<file path="src/rtl/bcd_countdown_timer_if.sv">
// Control and display bundle for bcd_countdown_timer.
// The master side drives the controls; the slave side is the timer.
interface bcd_countdown_timer_if #(
  parameter int unsigned DIGITS = 4
);
  logic                  Load;
  logic [4*DIGITS-1:0]   LoadValue;
  logic                  Start;
  logic                  Stop;
  logic                  Tick;
  logic [4*DIGITS-1:0]   Digits;
  logic                  Running;
  logic                  Done;
  logic                  Expired;

  modport master (
    output Load, LoadValue, Start, Stop, Tick,
    input  Digits, Running, Done, Expired
  );

  modport slave (
    input  Load, LoadValue, Start, Stop, Tick,
    output Digits, Running, Done, Expired
  );
endinterface

</file>
<file path="src/rtl/bcd_countdown_timer.sv">
// Multi-digit BCD down-counter with load, start/stop and expiry pulse.
// Control priority on each edge: Load > Stop > Start > Tick.
module bcd_countdown_timer #(
  parameter int unsigned DIGITS = 4
) (
  input logic              Clk,
  input logic              Rst,
  bcd_countdown_timer_if.slave bus
);
  localparam int unsigned W = 4 * DIGITS;

  typedef enum logic [1:0] {IDLE, RUN, PAUSED, DONE} state_t;

  state_t         state;
  logic [W-1:0]   count;
  logic [W-1:0]   dec;
  logic [W-1:0]   clamped;
  logic           running_q;
  logic           done_q;
  logic           expired_q;
  logic           borrow;
  logic           is_zero;
  logic           is_one;

  // Full borrow chain resolves combinationally in one cycle.
  always_comb begin
    dec    = '0;
    borrow = 1'b1;
    for (int unsigned i = 0; i < DIGITS; i++) begin
      if (borrow) begin
        if (count[4*i +: 4] == 4'd0) begin
          dec[4*i +: 4] = 4'd9;
        end else begin
          dec[4*i +: 4] = count[4*i +: 4] - 4'd1;
          borrow        = 1'b0;
        end
      end else begin
        dec[4*i +: 4] = count[4*i +: 4];
      end
    end
  end

  always_comb begin
    clamped = '0;
    for (int unsigned i = 0; i < DIGITS; i++) begin
      clamped[4*i +: 4] = (bus.LoadValue[4*i +: 4] > 4'd9) ? 4'd9 : bus.LoadValue[4*i +: 4];
    end
  end

  assign is_zero = (count == '0);
  assign is_one  = (count == W'(1));

  always_ff @(posedge Clk or posedge Rst) begin
    if (Rst) begin
      state     <= IDLE;
      count     <= '0;
      running_q <= 1'b0;
      done_q    <= 1'b0;
      expired_q <= 1'b0;
    end else begin
      done_q <= 1'b0;
      if (bus.Load) begin
        count     <= clamped;
        state     <= IDLE;
        running_q <= 1'b0;
        expired_q <= 1'b0;
      end else begin
        case (state)
          IDLE: begin
            if (!bus.Stop && bus.Start) begin
              if (is_zero) begin
                state     <= DONE;
                done_q    <= 1'b1;
                expired_q <= 1'b1;
              end else begin
                state     <= RUN;
                running_q <= 1'b1;
              end
            end
          end
          RUN: begin
            if (bus.Stop) begin
              state     <= PAUSED;
              running_q <= 1'b0;
            end else if (bus.Tick) begin
              count <= dec;
              if (is_one) begin
                state     <= DONE;
                running_q <= 1'b0;
                done_q    <= 1'b1;
                expired_q <= 1'b1;
              end
            end
          end
          PAUSED: begin
            if (!bus.Stop && bus.Start) begin
              state     <= RUN;
              running_q <= 1'b1;
            end
          end
          DONE: begin
            count <= '0;
          end
          default: begin
            state     <= IDLE;
            running_q <= 1'b0;
          end
        endcase
      end
    end
  end

  assign bus.Digits  = count;
  assign bus.Running = running_q;
  assign bus.Done    = done_q;
  assign bus.Expired = expired_q;
endmodule

</file>
<file path="src/flat_wrapper.sv">
// flat-port wrapper written by rule: the top's interface ports become plain ports
module bcd_countdown_timer_flat 
#(
  parameter int unsigned DIGITS = 4
)
  (Clk, Rst, bus_Load, bus_LoadValue, bus_Start, bus_Stop, bus_Tick, bus_Digits, bus_Running, bus_Done, bus_Expired);
  bcd_countdown_timer_if #(.DIGITS(DIGITS)) bus_i ();
  input logic Clk;
  input logic Rst;
  input wire logic [$bits(bus_i.Load)-1:0] bus_Load;
  input wire logic [$bits(bus_i.LoadValue)-1:0] bus_LoadValue;
  input wire logic [$bits(bus_i.Start)-1:0] bus_Start;
  input wire logic [$bits(bus_i.Stop)-1:0] bus_Stop;
  input wire logic [$bits(bus_i.Tick)-1:0] bus_Tick;
  output wire logic [$bits(bus_i.Digits)-1:0] bus_Digits;
  output wire logic [$bits(bus_i.Running)-1:0] bus_Running;
  output wire logic [$bits(bus_i.Done)-1:0] bus_Done;
  output wire logic [$bits(bus_i.Expired)-1:0] bus_Expired;
  assign bus_i.Load = bus_Load;
  assign bus_i.LoadValue = bus_LoadValue;
  assign bus_i.Start = bus_Start;
  assign bus_i.Stop = bus_Stop;
  assign bus_i.Tick = bus_Tick;
  assign bus_Digits = bus_i.Digits;
  assign bus_Running = bus_i.Running;
  assign bus_Done = bus_i.Done;
  assign bus_Expired = bus_i.Expired;
  bcd_countdown_timer #(.DIGITS(DIGITS)) u_core (.Clk(Clk), .Rst(Rst), .bus(bus_i));
endmodule
</file>
<file path="config.mk">
export PLATFORM = sky130hd
export DESIGN_NAME = bcd_countdown_timer_flat
export DESIGN_NICKNAME = d
export VERILOG_FILES = /design/src/rtl/bcd_countdown_timer_if.sv /design/src/rtl/bcd_countdown_timer.sv /design/src/flat_wrapper.sv
export SDC_FILE = /design/constraint.sdc
export NUM_CORES = 1
export LEC_CHECK = 0
export CORE_UTILIZATION = 30
export CTS_CLUSTER_SIZE = 12
export DETAILED_ROUTE_END_ITERATION = 10
export GPL_TIMING_DRIVEN = 0
export PLACE_DENSITY = 0.55
export SETUP_SLACK_MARGIN = 0.1
export SKIP_LAST_GASP = 1
export SLEW_MARGIN = 30
export SYNTH_ARGS = -nofsm -noshare
export SYNTH_HDL_FRONTEND = slang
export SYNTH_SLANG_ARGS = --single-unit
</file>
<file path="constraint.sdc">
create_clock -name Clk -period 2.7 [get_ports Clk]
set_input_delay 0.54 -clock Clk [delete_from_list [all_inputs] [get_ports Clk]]
set_output_delay 0.54 -clock Clk [all_outputs]
set_load 0.005 [all_outputs]
</file>
Word-level counts from Yosys, hierarchy flattened:

Cells that the tools add are included.

* word-level logic and storage cells: 100
* memories kept: 0
* ROM bits: 0
* register bits after elaboration: 21
* memory bits (writable): 0
* latch bits: 0
* input port bits: 22
* output and inout port bits: 19

* reduce and logical (&&, ||, !) cells: 18
* add/sub/neg operators: 4
* bitwise gates (word level): 0
* divide/modulo/power cells: 0
* mux-type cells: 50
* shift-type cells: 0
* order comparisons: 4
* eq/ne operators: 16
* multiply operators: 0

Operator list (number)
* 2-to-1 mux 16 bit: 3
* 2-to-1 mux 4 bit: 11
* case mux 16 bit (2 select lines): 1
* 2-to-1 mux 1 bit: 24
* inequality test 3 x 2 -> 1 bit (second input constant): 7
* == test 16 x 1 -> 1 bit (second input constant): 1
* > comparator 4 bit (second input constant): 4
* logical NOT 16 bit: 1
* logical NOT 4 bit: 4
* subtractor 4 x 1 -> 4 bit (second input constant): 4
* 2-to-1 mux 2 bit: 7
* AND reduction 4 bit: 3
* AND reduction 6 bit: 2
* inequality test 3 bit (second input constant): 3
* case mux 2 bit (3 select lines): 1
* nonzero test 3 bit: 2
* AND reduction 5 bit: 1
* == test 2 bit (second input constant): 2
* inequality test 4 x 3 -> 1 bit (second input constant): 1
* inequality test 4 bit (second input constant): 1
* case mux 1 bit (2 select lines): 2
* nonzero test 4 bit: 1
* case mux 1 bit (3 select lines): 1
* AND reduction 3 bit: 1
* other kinds (4): 4

Logic depth before layout (Yosys ltp):

* word-level depth: 9
* gate-level depth with buffers: 8
* depth with buffers taken out: 6

Least setup slack after synthesis:

OpenSTA, ideal clock, no wires.

* path type: reg2reg
* start: register u_core.count[4], in the netlist u_core.bus.Digits[4]
* end: register u_core.count[12], in the netlist u_core.bus.Digits[12]
* arrival: 1.646 ns
* stages on the path, launching flop included: 7
* period minus slack after synthesis: 1.771 ns
* path buffers: 0
* path slack: 0.929 ns
* required time: 2.575 ns
* library setup time: 0.125 ns
* cell sequence: dfrtp_1 inv_1 ha_1 nor3b_4 a31oi_1 nor2_2 mux2_2

* word-level cells in the longest chain between the ends: 6

Ends and longest elaborated chain
* start: declaration: RTL line bcd_countdown_timer.sv:15 `logic [W-1:0] count;`
* start signal: assignment: RTL line bcd_countdown_timer.sv:63 `count <= clamped;`
* logical NOT 4 bit: RTL line bcd_countdown_timer.sv:31 `if (count[4*i +: 4] == 4'd0) begin`
* 2-to-1 mux 1 bit: RTL line bcd_countdown_timer.sv:31
* 2-to-1 mux 1 bit (2 in a row): RTL line bcd_countdown_timer.sv:30 `if (borrow) begin`
* inequality test 3 x 2 -> 1 bit (no line)
* AND reduction 4 bit (no line)

No other way between the ends.
A chain may end at the register's enable or synchronous reset.

Final worst setup path:

* start: register u_core.count[12], in the netlist u_core.bus.Digits[12]
* end: register u_core.state[1]

* word-level cells in the longest chain between the ends: 5
* elaborated cells between the ends (all ways): 8
* those cells by class: eq/ne (2); mux (4); reduce/logical (2)

Ends and longest elaborated chain
* logical NOT 16 bit: RTL line bcd_countdown_timer.sv:50 `assign is_zero = (count == '0);`
* 2-to-1 mux 2 bit: RTL line bcd_countdown_timer.sv:71 `if (is_zero) begin`
* 2-to-1 mux 2 bit: RTL line bcd_countdown_timer.sv:70 `if (!bus.Stop && bus.Start) begin`
* case mux 2 bit (3 select lines): RTL line bcd_countdown_timer.sv:68 `case (state)`
* 2-to-1 mux 2 bit: RTL line bcd_countdown_timer.sv:62 `if (bus.Load) begin`
* end signal: assignment: RTL line bcd_countdown_timer.sv:64 `state <= IDLE;`
* end signal: assignment: RTL line bcd_countdown_timer.sv:72 `state <= DONE;`
* end signal: assignment: RTL line bcd_countdown_timer.sv:76 `state <= RUN;`
* end: declaration: RTL line bcd_countdown_timer.sv:14 `state_t state;`

Several ways; a longest one is shown, not always the timed one. The select of a mux whose other input is x is not followed.

==> results by stage <==
Finish:
- Fill cells in the final layout number 525.
- Of the cells placed in the final design, the portion with a size suffix greater than 1 is 0.139.
- 0 antenna diodes ended up in the layout.
- After the last flow step, the layout net total stands at 256.
- The area growth from synthesis to layout is 32.1%.

Synth:
- The total of warnings raised by yosys is 0.
- The share of the Yosys chip area taken by registers is 0.316.
- The share of synthesized area in the top cell type comes to 0.316.
- The async set or reset register ratio after synthesis is 1.00.
- The distinct cell type count of the synthesized netlist is 53.
- After technology mapping, the gate count stands at approximately 180.
- The synthesized flop and latch total is 21.
- The number of flops mapped to enable cells by yosys is 0.
- The top flip-flop cell by instance count after synthesis is dfrtp_1.
- The top cell type by total area after synthesis is dfrtp_1.
- The post-synthesis instance area is 1660 um^2.
- A synthesized cell averages roughly 9.3 um^2.
- When the netlist entered floorplanning its net count stood at about 210.
- Sorting the synthesized cells by area gives the leading types as dfrtp_1 32%, ha_1 7.5%, inv_1 3.6%.

Clock tree:
- The CTS tree is done.
- The number of buffers inserted by hold repair at cts is 0.
- Gates resized during post-CTS repair numbered 0.
- The later pin in the worst-skew pair is clocked with a latency of roughly 0.27 ns.
- CTS built an H-tree with a depth of 1.
- The number of setup buffers added after CTS is 0.
- The number of CTS-inserted buffers is 3.
- The maximum buffer depth of the clock tree is 2.
- The number of clock sinks is 21.
- The cell sitting at the root of the clock tree is a clkbuf_8.
- The register clock-pin slew on the reported worst setup and hold paths is approximately 0.090 ns.

Route:
- The mean number of vias per cell is 5.26.
- For this run, design rule violations remaining after detail routing come to 0.
- The number of routed nets with antenna violations is 0.
- The detailed router finished its first iteration with 110 violations.
- The number of vias in the routed layout is 1540.
- The final wirelength is approximately 4400 um.
- After detailed routing, the average wire length per cell comes to between 10 and 15 um.
- The total iterations of the first detailed-routing run is 4.

STA:
- Between clock sinks in the finished design, the worst skew comes to around 0.0055 ns.
- The minimum clock period after layout is 2.06 ns.
- Setup violations remaining at the end of the flow were counted as 0.
- The final sum of negative setup slack is 0 ns.
- Headroom to the max-slew limit came out at 0.451.
- The number of failing hold endpoints at the final stage was 0.
- The total count of max-transition violations in the final report is 0.
- Setup slack closes at 0.640 ns.
- The transition time of the tightest slew-check pin is 0.818 ns.
- Timing would allow up to about 0.49 GHz.
- Dividing the final minimum period by the clock period gives 0.763.
- Setup repair after global routing left no endpoint under its margin.

Power and ir drop:
- IR analysis of the VDD net gives a maximum drop of roughly 0.0004 V.
- Power spread over the standard cell area amounts to roughly 840 nW/um^2.
- The analysis attributes to cell leakage a power of about 0.90 nW.

Global routing:
- In the global route stage, overall resource usage came out at 0.158.
- The initial antenna violation count is 0.
- The via count of the first global-routing pass is ~1500.
- The aggregate global routing overflow is 0.
- The first global-routing pass estimated 7490 um of wire.
- Entering global routing, the biggest net connects 22 pins.

Floorplan:
- The effective utilization at floorplan is 0.319.
- Measured along the x axis, the die boundary spans 76.4 um.
- The core region is about 5200 um^2.
- The total I/O pin count is 41.
- Row generation in the floorplan step produced 26 rows.
- The overall die height is 76.4 um.
- The floorplan step defined a die boundary enclosing 5840 um^2.

Job:
- The max-capacitance violation count is 0.

Placed design:
- The number of port buffers is 40.
- The pre-CTS worst setup slack is a little over 0.5 ns.
- The congestion estimate from routability-driven global placement came to about 0.82.
- Once detailed placement completed, the half-perimeter wirelength came to approximately 3200 um.

Critical path:
- Data on the critical path arrives at its endpoint at ~2.2 ns.
- The number of cells on the worst reg-to-reg path is 6.
- The critical path is of the register to register type.
- In this run the worst path has a maximum fanout of 7.
- Data on the critical path is required at its endpoint by roughly 2.9 ns.
- The worst setup path is launched from a register.
- The worst setup path is captured at a register.

Min path:
- In this run the worst hold path is classified as register to register.
- The worst hold path depth is 1.

Outcome:
- The flow ran to the end, and the final reports show no timing, DRC or antenna violations.
-- layout by cell type, fill, tap and decap left out, types with 7 or more instances in the layout --
| cell | count |
|---|---|
| a21oi_1 | 11 |
| clkdlybuf4s50_1 | 40 |
| dfrtp_1 | 21 |
| ha_1 | 10 |
| inv_1 | 15 |
| nand2_1 | 7 |
| nor2_1 | 13 |
| o21ai_0 | 11 |
| o31ai_1 | 7 |
-- worst paths after layout --
| path | startpoint | slack [ns] | end |
|---|---|---|---|
| worst min register to register | u_core.bus.Digits[4] | 0.57 | u_core.bus.Digits[4] |
| max in group asynchronous | Rst | 1.69 | u_core.bus.Running |
| min in group asynchronous | Rst | 0.63 | u_core.bus.Digits[6] |
| worst max register to register | u_core.bus.Digits[12] | 0.64 | u_core.state[1] |
| worst max-delay path | u_core.bus.Digits[12] | 0.64 | u_core.state[1] |
| worst min-delay path | u_core.bus.Digits[4] | 0.57 | u_core.bus.Digits[4] |
-- worst max-delay path: stages (launching register included) --
cell and delay [ns]:
dfrtp_1 0.44, inv_1 0.10, ha_1 0.21, nor3b_2 0.42, nand4_1 0.19, a21oi_2 0.26
mux2_4 0.32
-- per-stage QoR --
step / cells / area [um^2] / total power (W) / utilization / hold WS [ns]
finish: 293 / 2190 / 0.00184 / 0.422 / 0.569
global route: 293 / 2190 / 0.00200 / 0.422 / 0.621
CTS: 293 / 2190 / 0.00185 / 0.422 / 0.579
detailed placement: 289 / 2150 / 0.00162 / 0.413 / 0.548
global placement: 289 / 2150 / 0.00163 / 0.413 / 0.554
floorplan: 179 / 1660 / 0.00122 / - / 0.517
-- power breakdown --
part | switching, W | internal [W]
logic | 0.000445 | 0.000573
clock network | 0.000115 | 0.000106
registers | 0.000177 | 0.000428
total | 0.000737 | 0.00111
-- cell families (layout without fill, tap and decap cells) --
kind of cell | Yosys count | count (layout) | synth area share
compound gates | 62 | 62 | 0.262
fa+ha+maj | 10 | 10 | 0.0753
buf+inv | 22 | 66 | 0.0565
flops | 21 | 21 | 0.316
mux | 7 | 7 | 0.0482
simple gates | 57 | 57 | 0.242
-- state kept, by name, summed over array words and instances, names as in the netlist --
register            count
u_core.bus.Expired      1
u_core.bus.Done         1
u_core.state            2
u_core.bus.Running      1
u_core.bus.Digits      16
-- synthesized netlist by cell type, types with 2 or more instances --
library cell	number
a211oi_1	3
a21o_1	2
a21oi_1	11
a22oi_1	2
a31oi_1	2
and4_1	2
and4b_1	2
buf_2	3
buf_4	2
dfrtp_1	21
ha_1	10
inv_1	16
mux2_2	4
mux2i_1	2
nand2_1	7
nand2b_1	2
nand4_1	3
nor2_1	13
nor2_2	3
nor2b_1	2
nor3_1	4
nor3b_1	2
nor3b_4	3
nor4b_1	2
o211ai_1	2
o21a_1	4
o21ai_0	11
o21ba_2	4
o22ai_1	3
o31a_1	3
o31ai_1	7
-- layer usage --
metal | vias up | GRT usage | wire, um
li1 | 760 | - | -
met1 | 741 | 0.209 | 2070
met2 | 34 | 0.264 | 2070
met3 | 5 | 0.0216 | 176
met4 | 0 | 0.0481 | 47
met5 | - | 0 | 0
-- cell type report --
class / count / area (um^2) / share of cell area
sequential: 21 / 526 / 0.239
multi-input combinational: 136 / 1040 / 0.475
clock buffer: 4 / 45.0 / 0.0205
inverter: 16 / 60.1 / 0.0274
buffer: 6 / 33.8 / 0.0154
timing repair buffer: 40 / 400 / 0.182
tap: 70 / 87.6 / 0.0399
Power figures use the tool's default switching activity.
==> variant: new RTL, same flow settings <==
`DIGITS` is set to 4 in 3 places; all go to 3.
--- a/src/rtl/bcd_countdown_timer_if.sv
+++ b/src/rtl/bcd_countdown_timer_if.sv
@@ -1,7 +1,7 @@
 // Control and display bundle for bcd_countdown_timer.
 // The master side drives the controls; the slave side is the timer.
 interface bcd_countdown_timer_if #(
-  parameter int unsigned DIGITS = 4
+  parameter int unsigned DIGITS = 3
 );
   logic                  Load;
   logic [4*DIGITS-1:0]   LoadValue;
--- a/src/rtl/bcd_countdown_timer.sv
+++ b/src/rtl/bcd_countdown_timer.sv
@@ -1,7 +1,7 @@
 // Multi-digit BCD down-counter with load, start/stop and expiry pulse.
 // Control priority on each edge: Load > Stop > Start > Tick.
 module bcd_countdown_timer #(
-  parameter int unsigned DIGITS = 4
+  parameter int unsigned DIGITS = 3
 ) (
   input logic              Clk,
   input logic              Rst,
--- a/src/flat_wrapper.sv
+++ b/src/flat_wrapper.sv
@@ -1,7 +1,7 @@
 // flat-port wrapper written by rule: the top's interface ports become plain ports
 module bcd_countdown_timer_flat 
 #(
-  parameter int unsigned DIGITS = 4
+  parameter int unsigned DIGITS = 3
 )
   (Clk, Rst, bus_Load, bus_LoadValue, bus_Start, bus_Stop, bus_Tick, bus_Digits, bus_Running, bus_Done, bus_Expired);
   bcd_countdown_timer_if #(.DIGITS(DIGITS)) bus_i ();
Interface: changed (resized bus_Digits and bus_LoadValue); port bits go from 41 to 33. The function was not compared with the original's and may differ.
==> variant against the original RTL <==
Power fell by 12%; worst hold slack improved by 0.0081 ns; combinational power fell by 11%; utilization barely moved; clock power fell by 12%; sequential cell count fell by 4; count of clock-buffer cells in the layout did not move; synthesized area fell by 22%; critical path depth did not move; non-clock buffer count fell by 11; worst setup slack got worse by 0.090 ns; critical endpoint is now u_core.bus.Digits[11]; design area fell by 22%; routed wire length fell by 22%; global-route usage rose by 1.4 points.
==> variant: results (changes against the original RTL) <==
| Metric | Reported | Unit | vs unedited |
|---|---|---|---|
| Result of the run | finished clean | - |  |
| Worst-skew pair later-pin latency | 0.25 | ns | -0.02 ns |
| Post-synth top cells | sky130_fd_sc_hd__dfrtp_1, sky130_fd_sc_hd__a21oi_1, sky130_fd_sc_hd__inv_1 | - |  |
| Arr. time, crit path | 2.29 | ns | +0.07 ns |
| Slowest cell on crit path | sky130_fd_sc_hd__nor3b_2 | - |  |
| Detailed-route wire length per cell | 14.8 | um | -0.52% |
| Static leakage power | 0.709 | nW | -22% |
| Layout cell share with drive strength beyond 1 | 0.101 | - | -0.0385 |
| Met2 capacity usage during global routing | 0.274 | - | +0.00955 |
| Port buffer count | 31 | - | -23% |
| Clock distribution area overhead in the final layout | 0.0263 | - | +0.00579 |
| Largest net degree at the start of global routing | 18 | - | -18% |
| Wire length of the first global-routing pass | 5860 | um | -22% |
| Non-Clock Buffer Count | 35 | - | -24% |
| Leading post-synthesis cells by cell area | sky130_fd_sc_hd__dfrtp_1, sky130_fd_sc_hd__ha_1, sky130_fd_sc_hd__a21oi_1, sky130_fd_sc_hd__inv_1, sky130_fd_sc_hd__o31ai_1 | - |  |
| Number of storage elements in the synthesis netlist | 17 | - | -19% |
| Final non-filler cell area | 1710 | um2 | -22% |
| Worst hold path stage count | 2 | - | +1 |
| Gate count of the mapped netlist | 144 | - | -20% |
| Largest register FFs | 12 | - | -4 |
| Sequential standard cell area | 425 | um2 | -19% |
| Clock-pin transition on the worst setup and hold timing paths | 0.07 | ns | -0.02 ns |
| Transition time at the pin with the least slew margin | 0.701 | ns | -0.117 ns |
| Wire length the detailed router placed on met1 | 1710 | um | -18% |
| Critical-path maximum fanout | 6 | - | -1 |
| Detailed placer's ending HPWL | 2610 | um | -18% |
| Nonclk inv count | 14 | - | -2 |
| Peak supply drop | 0.326 | mV | -17% |
[variant: cell count changes in the layout (fill, tap and decap cells not counted), moves of 4 or more]
cell / unedited run / this run
sky130_fd_sc_hd__o21a_1: 4 / 0
sky130_fd_sc_hd__a21oi_1: 11 / 16
sky130_fd_sc_hd__nand2_1: 7 / 3
sky130_fd_sc_hd__a311oi_1: 0 / 4
sky130_fd_sc_hd__clkdlybuf4s50_1: 40 / 31
sky130_fd_sc_hd__dfrtp_1: 21 / 17
[variant: cell families after synthesis]
kind of cell	count (synthesis)	share of synthesized area
AO/OA/AOI/OAI	54	0.288
adder cells (fa/ha/maj)	9	0.0870
buffers and inverters	18	0.0551
flip-flops	17	0.329
multiplexers	3	0.0242
AND/OR/NAND/NOR	43	0.217
[variant: worst paths after layout]
| kind | startpoint | endpoint | slack [ns] |
|---|---|---|---|
| worst max-delay path | u_core.bus.Digits[0] | u_core.bus.Digits[11] | 0.55 |
| worst min-delay path | u_core.bus.Running | u_core.bus.Running | 0.58 |
| worst max register to register | u_core.bus.Digits[0] | u_core.bus.Digits[11] | 0.55 |
| worst min register to register | u_core.bus.Running | u_core.bus.Running | 0.58 |
| max in group asynchronous | Rst | u_core.bus.Running | 1.57 |
| min in group asynchronous | Rst | u_core.bus.Digits[9] | 0.69 |
[variant: power groups by stage]
stage                     clock network, W  logic [W]  registers (W)
after floorplan                          0   0.000565       0.000495
after global placement                   0   0.000902       0.000516
after detailed placement                 0   0.000913       0.000522
after CTS                         0.000200   0.000916       0.000519
after global routing              0.000214    0.00103       0.000542
final                             0.000195   0.000912       0.000520
